<file path="config.mk">
export PLATFORM = sky130hd
export DESIGN_NAME = wbc_watchdog
export DESIGN_NICKNAME = d
export VERILOG_FILES = /design/src/rtl/wbc_watchdog.sv
export SDC_FILE = /design/constraint.sdc
export NUM_CORES = 1
export LEC_CHECK = 0
export CORE_MARGIN = 8
export CORE_UTILIZATION = 33
export CTS_BUF_LIST = sky130_fd_sc_hd__clkbuf_4 sky130_fd_sc_hd__clkbuf_8
export DETAILED_ROUTE_END_ITERATION = 10
export PLACE_DENSITY = 0.89
export SYNTH_ARGS = -nofsm -noshare
export SYNTH_HDL_FRONTEND = slang
export SYNTH_SLANG_ARGS = --single-unit
</file>
<file path="constraint.sdc">
create_clock -name i_clk -period 2.6 [get_ports i_clk]
set_input_delay 0.39 -clock i_clk [delete_from_list [all_inputs] [get_ports i_clk]]
set_output_delay 0.39 -clock i_clk [all_outputs]
set_load 0.1 [all_outputs]
</file>
<file path="src/rtl/wbc_watchdog.sv">
// rtl/wbc_watchdog.sv - Wishbone classic bus-timeout guard
// Passes requests through; aborts the slave cycle with a one-cycle ERR after TIMEOUT stalled cycles.
module wbc_watchdog #(
   parameter int AW        = 12,
   parameter int DW        = 32,
   parameter int LGTIMEOUT = 8,
   parameter int TIMEOUT   = 200
) (
   input  logic              i_clk,
   input  logic              i_reset_n,
   input  logic              i_scyc,
   input  logic              i_sstb,
   input  logic              i_swe,
   input  logic [AW-1:0]     i_saddr,
   input  logic [DW-1:0]     i_sdata,
   input  logic [DW/8-1:0]   i_ssel,
   input  logic [2:0]        i_scti,
   input  logic [1:0]        i_sbte,
   output logic              o_sack,
   output logic              o_serr,
   output logic [DW-1:0]     o_sdata,
   output logic              o_mcyc,
   output logic              o_mstb,
   output logic              o_mwe,
   output logic [AW-1:0]     o_maddr,
   output logic [DW-1:0]     o_mdata,
   output logic [DW/8-1:0]   o_msel,
   output logic [2:0]        o_mcti,
   output logic [1:0]        o_mbte,
   input  logic              i_mack,
   input  logic              i_merr,
   input  logic [DW-1:0]     i_mdata,
   output logic              o_timeout,
   output logic [15:0]       o_ntimeouts
);

   typedef enum logic [1:0] {
      S_IDLE  = 2'd0,
      S_WAIT  = 2'd1,
      S_ABORT = 2'd2,
      S_HOLD  = 2'd3
   } state_t;

   localparam logic [LGTIMEOUT-1:0] CNT_LAST = LGTIMEOUT'(TIMEOUT - 1);
   localparam logic [LGTIMEOUT-1:0] CNT_ONE  = LGTIMEOUT'(1);

   state_t               state_q, state_d;
   logic [LGTIMEOUT-1:0] cnt_q, cnt_d;
   logic                 timeout_q, timeout_d;
   logic [15:0]          ntimeouts_q, ntimeouts_d;

   logic pend, resp, gated;

   assign pend = i_scyc & i_sstb;
   assign resp = i_mack | i_merr;

   always_comb begin
      state_d     = state_q;
      cnt_d       = cnt_q;
      ntimeouts_d = ntimeouts_q;
      case (state_q)
         S_IDLE: begin
            if (pend && !resp) begin
               state_d = S_WAIT;
               cnt_d   = CNT_ONE;
            end
         end
         S_WAIT: begin
            // A response in the last cycle wins over the abort.
            if (!pend || resp) begin
               state_d = S_IDLE;
               cnt_d   = '0;
            end else if (cnt_q == CNT_LAST) begin
               state_d = S_ABORT;
               cnt_d   = '0;
               if (ntimeouts_q != 16'hFFFF)
                  ntimeouts_d = ntimeouts_q + 16'd1;
            end else begin
               cnt_d = cnt_q + CNT_ONE;
            end
         end
         S_ABORT: state_d = pend ? S_HOLD : S_IDLE;
         S_HOLD: begin
            if (!pend)
               state_d = S_IDLE;
         end
         default: begin
            state_d = S_IDLE;
            cnt_d   = '0;
         end
      endcase
      timeout_d = (state_d == S_ABORT);
   end

   always_ff @(posedge i_clk or negedge i_reset_n) begin
      if (!i_reset_n) begin
         state_q     <= S_IDLE;
         cnt_q       <= '0;
         timeout_q   <= 1'b0;
         ntimeouts_q <= 16'd0;
      end else begin
         state_q     <= state_d;
         cnt_q       <= cnt_d;
         timeout_q   <= timeout_d;
         ntimeouts_q <= ntimeouts_d;
      end
   end

   // The slave is cut off from the abort cycle until the bridge drops its strobe.
   assign gated = (state_q == S_ABORT) || (state_q == S_HOLD);

   assign o_mcyc  = i_reset_n & ~gated & i_scyc;
   assign o_mstb  = i_reset_n & ~gated & i_sstb;
   assign o_mwe   = i_swe;
   assign o_maddr = i_saddr;
   assign o_mdata = i_sdata;
   assign o_msel  = i_ssel;
   assign o_mcti  = i_scti;
   assign o_mbte  = i_sbte;

   assign o_sack  = i_reset_n & ~gated & i_scyc & i_mack;
   assign o_serr  = i_reset_n & (gated ? (state_q == S_ABORT) : (i_scyc & i_merr));
   assign o_sdata = i_mdata;

   assign o_timeout   = timeout_q;
   assign o_ntimeouts = ntimeouts_q;

endmodule

</file>
==> flow_summary.ini, run 1 <==
[power]
power.leakage_uw = 0.000816
combPwrFrac_pct = 9.3
clock_power_share_pct = 32.9
power-per-cell-area_nw_per_um2 = 420
max-vdd-ir-drop_v = 0.000189
p_seq_share_pct = 57.7
power.switching_uw = 185
netSwitchingFraction_pct = 24.8
p_int_uw = 560

[clocking]
cts_buffer_depth = 2
cts.clk_slew.worst_paths_ns = 0.10
cts_root_buffer = clkbuf_8
cts_resized = 0
cts_setup_buffers = 0
cts_hold_buf = 0
cts_tree = yes
clock_latency_ns = 0.28
cts_sinks = 27
htree_num_levels = 1
numCtsBuffers = 3

[floorplanning]
die-area_sq_um = 8850
start_util_pct = 34.0
rows = 28
coreArea_sq_um = 5920
die_w_um = 94.1
io_pins = 199
die_y_um = 94.1

[cells_and_area]
nets = 259
drive_above_1_share_pct = 20.7
syn_to_final_growth_pct = -11.8
insertedDiodeCount = 0

[timing]
setup_tns_ns = 0
fin_ws_ns = 0.607
fin_hold_ws_ns = 0.525
fin_worst_skew_ns = 0.00540
rsz0062_at_grt = false
finalSetupViolations = 0
slew_headroom_pct = 66.3
worst_pin_slew_ns = 0.505
finalCritPeriodShare_pct = 76.7
post-route-min-period_ns = 1.99
slew_violations = 0
finalHoldViolations = 0
fmax_mhz = 502

[logic_synthesis]
synthCells = 219
yosysSeqAreaShare_pct = 33.6
synth_cell_types = 31
syn_nets = 313
synth_area_sq_um = 2010
synth_area_per_cell_sq_um = 9.18
yosysWarnings = 0
ys_seq_elements = 27

[routing]
num_vias = 1165
detail-route-antenna-nets = 0
drcViolationCount = 0
drt-total-wl_um = 3670
drt_pass1_iterations = 4
viasPerCell = 4.87
drt_iter0_markers = 36
drt-wirelength-per-cell_um = 15.4

[worst_setup_path]
r2r_slack_ns = 0.68
path_class = input pin to register
critPathMaxFanout = 5
cp-start-kind = input pin
cp-end-kind = register
worstPathArrival_ns = 2.16
cp.required_ns = 2.77

[placement]
routabilityCongestion = 0.817
dp_slack_ns = 0.324
place_hpwl_um = 2810
port_buffers = 26

[grt]
grt_overflow = 0
antenna_found_initial = 0
grt_pass1_wl_um = 5840
grt_pass1_vias = 1230
gr-max-usage-layer = met2
track_usage_pct = 8.19
grt_start_max_net_pins = 28
grt_use_met1_pct = 8.46
grt_use_met3_pct = 3.76
grt_util_met2_pct = 12.0

[job]
maxCapViolCount = 0

[status]
outcome = complete, no violations

[min_path]
hold_class = register to register
cell usage after synthesis:
| cell | instances | area, sq um |
|---|---|---|
| buf_4 | 87 | 653 |
| dfrtp_1 | 27 | 676 |
| nand2_1 | 14 | 52.6 |
| xnor2_1 | 13 | 114 |
| nand3_1 | 11 | 55.1 |
| o21ai_0 | 10 | 50.1 |
| and2_1 | 6 | 37.5 |
| and3_1 | 6 | 37.5 |
| nand4_1 | 6 | 37.5 |
| nor2_1 | 5 | 18.8 |
| a21oi_1 | 4 | 20.0 |
| inv_1 | 4 | 15.0 |
| nor3_1 | 3 | 15.0 |
| and3b_1 | 2 | 17.5 |
| and4_1 | 2 | 17.5 |
| ha_1 | 2 | 25.0 |
| o21ai_1 | 2 | 10.0 |
| or3_1 | 2 | 12.5 |
| a22o_1 | 1 | 8.76 |
| a41oi_2 | 1 | 16.3 |
| and2b_1 | 1 | 7.51 |
| and4bb_2 | 1 | 12.5 |
| mux2_2 | 1 | 11.3 |
| mux2i_1 | 1 | 10.0 |
| nand4_2 | 1 | 12.5 |
| nor3_2 | 1 | 10.0 |
| nor3b_1 | 1 | 7.51 |
| nor4b_4 | 1 | 23.8 |
| or2_0 | 1 | 6.26 |
| or4_4 | 1 | 11.3 |
| xor2_1 | 1 | 8.76 |
state kept, by name, summed over array words and instances (netlist names):
register,count
o_ntimeouts,16
cnt_q,8
state_q,2
o_timeout,1
worst paths after layout:
path | startpoint | to | depth (start not counted)
worst min register to register | o_ntimeouts[6] | o_ntimeouts[6] | 1
worst min-delay path | o_ntimeouts[6] | o_ntimeouts[6] | 1
worst max-delay path | i_scyc | o_ntimeouts[14] | 6
worst max register to register | o_ntimeouts[0] | o_ntimeouts[1] | 6
max in group asynchronous | i_reset_n | cnt_q[5] | 2
min in group asynchronous | i_reset_n | cnt_q[1] | 2
layout make-up:
class,instances,area (sq um)
Fill cell,609,4150
Timing Repair Buffer,28,273
Tap cell,75,93.8
Clock buffer,3,41.3
Sequential cell,27,676
Inverter,4,15.0
Multi-Input combinational cell,101,667
Clock inverter,1,7.51
kinds of logic after synthesis:
| logic type | after synthesis | synth area share (%) |
|---|---|---|
| buffers and inverters | 91 | 33.2 |
| AND/OR/NAND/NOR | 65 | 19.5 |
| multiplexers | 2 | 1.06 |
| adder cells (fa/ha/maj) | 2 | 1.24 |
| AO/OA/AOI/OAI | 18 | 5.23 |
| flip-flops | 27 | 33.6 |
| XOR/XNOR | 14 | 6.10 |
routing by layer:
metal | part of all wire, % | vias to the layer above
met3 | 13 | 26
met2 | 45 | 50
met1 | 37 | 555
li1 | - | 534
met5 | 0 | -
met4 | 5.2 | 0
critical path, stage by stage:
cell             delay [ns]
clkdlybuf4s50_1        0.52
and4bb_2               0.30
nand4_2                0.18
or4_4                  0.58
nor3_2                 0.13
a21oi_1                0.06
placed cells by master, fill, tap and decap left out, types with 2 or more instances in the layout:
cell type / instances
clkdlybuf4s50_1: 5
nand3_1: 11
nand4_1: 6
buf_4: 19
or3_1: 2
and3_1: 6
o21ai_0: 10
and4_1: 2
clkbuf_8: 3
nor2_1: 5
dfrtp_1: 27
and2_1: 6
o21ai_1: 2
nand2_1: 14
ha_1: 2
nor3_1: 3
inv_1: 4
buf_12: 4
and3b_1: 2
a21oi_1: 4
xnor2_1: 13
power groups by stage:
stage | Combinational [uW] | Clock (uW) | Sequential, uW
6_report | 69.4 | 245 | 430
3_5_place_dp | 70.6 | 0 | 438
5_1_grt | 74.5 | 266 | 431
2_1_floorplan | 660 | 0 | 437
4_1_cts | 70.7 | 252 | 430
3_3_place_gp | 69.2 | 0 | 438
metrics by stage:
stage | instance area, sq um | utilization, % | total power (uW) | instances
3_5_place_dp | 1720 | 29.1 | 509 | 235
2_1_floorplan | 2010 | - | 1100 | 219
6_report | 1770 | 29.9 | 745 | 239
5_1_grt | 1770 | 29.9 | 772 | 239
4_1_cts | 1770 | 29.9 | 753 | 239
3_3_place_gp | 1720 | 29.1 | 508 | 235
Power figures use the tool's default switching activity.
==> run 2, diff against run 1 <==
Settings changed: CORE_UTILIZATION 33 to 31, PLACE_DENSITY 0.89 to 0.84.
Clock period 2.6 ns to 2 ns, I/O delays scaled along.
==> run 2 against run 1 <==
Against the previous run:
- non-clock buffer count increased by 10
- worst setup slack got worse by 0.48 ns
- critical path depth unchanged
- hold slack got worse by 0.13 ns
- final area increased by 6.8%
- via count increased by 3.9%
- first-iteration DRC count decreased by 2.8%
- register-to-register slack got worse by 0.55 ns
- sequential share of layout area decreased by 1.4 points
- cell count increased by 5.0%
- critical endpoint is now o_ntimeouts[1]
==> flow_summary.ini, run 2 (synthesized netlist as in run 1, its figures left out) <==
[status]
outcome = complete, no violations

[grt]
grt_pass1_vias = 1292
antenna_found_initial = 0
grt_start_max_net_pins = 22
track_usage_pct = 8.28
grt_overflow = 0
grt_pass1_wl_um = 6150

[timing]
slew_violations = 0
rsz0062_at_grt = false
post-route-min-period_ns = 1.87
fin_worst_skew_ns = 0.00616
finalSetupViolations = 0
finalHoldViolations = 0
finalCritPeriodShare_pct = 93.6
fmax_mhz = 534
worst_pin_slew_ns = 0.351
slew_headroom_pct = 76.5
setup_tns_ns = 0

[floorplanning]
die-area_sq_um = 9320
io_pins = 199
die_y_um = 96.5
die_w_um = 96.5
start_util_pct = 31.8
rows = 29
coreArea_sq_um = 6310

[routing]
viasPerCell = 4.82
drt-total-wl_um = 3860
detail-route-antenna-nets = 0
drt_pass1_iterations = 4
drt_iter0_markers = 35
drcViolationCount = 0
num_vias = 1210
drt-wirelength-per-cell_um = 15.4

[placement]
port_buffers = 26
routabilityCongestion = 0.805
place_hpwl_um = 3130

[clocking]
cts_tree = yes
clock_latency_ns = 0.27
cts_hold_buf = 0
htree_num_levels = 1
cts.clk_slew.worst_paths_ns = 0.09
cts_setup_buffers = 0
cts_root_buffer = clkbuf_8
cts_resized = 0
numCtsBuffers = 3
cts_sinks = 27
cts_buffer_depth = 2

[cells_and_area]
nets = 269
insertedDiodeCount = 0
drive_above_1_share_pct = 35.1
mostFrequentLayoutCells = buf_4, dfrtp_1, nand2_1, xnor2_1, nand3_1
post-route-util_pct = 30.0
largest_register_ffs = 16
final_common_cell = buf_4
syn_to_final_growth_pct = -5.85

[power]
power-per-cell-area_nw_per_um2 = 509
p_seq_share_pct = 58.1
netSwitchingFraction_pct = 23.8
p_int_uw = 734
power.leakage_uw = 0.000840
clock_power_share_pct = 31.7
combPwrFrac_pct = 10.3
max-vdd-ir-drop_v = 0.000266
power.switching_uw = 229

[worst_setup_path]
path_class = register to register
r2r_slack_ns = 0.13
critPathSlowestCell = dfrtp_4
crit_chain = ha_4 -> and3_4 -> and2_4 -> a41oi_2 -> buf_4 -> mux2_2
cp-start-kind = register
cp_num_cells = 6
cp_top_family = flip-flops
worstPathArrival_ns = 2.03
worst-path-buf-inv = 1
setup.worst_path.start = o_ntimeouts[0]
ff2ff_path_depth = 6
endpoint = o_ntimeouts[1]
cp-end-kind = register
r2r-end = o_ntimeouts[1]
r2r_start = o_ntimeouts[0]
cpPeakStageDelay_ns = 0.53
critPathMaxFanout = 11
cp.required_ns = 2.16

[job]
maxCapViolCount = 0

[min_path]
hold_class = input pin to asynchronous set/reset pin
-- run 2: changes by cell type in the layout (fill, tap and decap cells not counted), moves of 2 or more --
| cell | delta |
|---|---|
| dfrtp_1 | -12 |
| dfrtp_4 | +2 |
| and2_1 | -2 |
| buf_4 | +10 |
| dfrtp_2 | +10 |
-- run 2: final cells by class --
class                           instances  area [sq um]
Tap cell                               77          96.3
Fill cell                             643          4420
Inverter                                4          15.0
Clock inverter                          1          7.51
Multi-Input combinational cell        101           689
Timing Repair Buffer                   38           348
Clock buffer                            3          41.3
Sequential cell                        27           696
-- run 2: worst min path at each step --
stage,endpoint,startpoint,cells after the start,slack [ns]
finish,o_ntimeouts[12],i_reset_n,2,0.40
detailed placement,o_ntimeouts[6],o_ntimeouts[6],1,0.48
CTS,o_timeout,i_reset_n,2,0.39
global route,o_ntimeouts[11],i_reset_n,2,0.39
floorplan,cnt_q[0],i_reset_n,0,0.004
global placement,o_ntimeouts[6],o_ntimeouts[6],1,0.47
-- run 2: power by group through the flow --
stage / Combinational [uW] / Sequential [uW] / Clock (uW)
floorplan: 858 / 568 / 0
global placement: 98.7 / 570 / 0
detailed placement: 101 / 570 / 0
CTS: 101 / 559 / 321
global route: 107 / 561 / 341
finish: 99.1 / 559 / 305
-- run 2: worst reg2reg max path, cell delays in order (launching register included) --
cell,delay [ns]
dfrtp_4,0.53
ha_4,0.17
and3_4,0.18
and2_4,0.17
a41oi_2,0.18
buf_4,0.20
mux2_2,0.34
-- run 2: layer usage --
metal | vias to the layer above | global-route usage [%] | wire, um
met3 | 32 | 3.94 | 536
met1 | 560 | 7.99 | 1360
li1 | 557 | - | -
met4 | 0 | 7.19 | 182
met2 | 61 | 13.1 | 1780
met5 | - | 0 | 0
-- run 2: stage by stage --
stage,setup WS [ns],std cells,area [sq um],hold WS [ns],total power [uW]
after floorplan,0.0208,219,2060,0.00441,1430
after global placement,-0.0589,247,1840,0.470,668
after detailed placement,-0.105,247,1840,0.482,671
after CTS,0.127,251,1890,0.395,981
after global routing,0.00807,251,1890,0.388,1010
final,0.129,251,1890,0.397,963
==> run 3, diff against run 2 <==
Settings changed: CTS_CLUSTER_DIAMETER set to 200, CTS_CLUSTER_SIZE set to 28.
==> results of run 3 <==
Same layout as run 2: the final DEF is identical, and so are final timing and power.
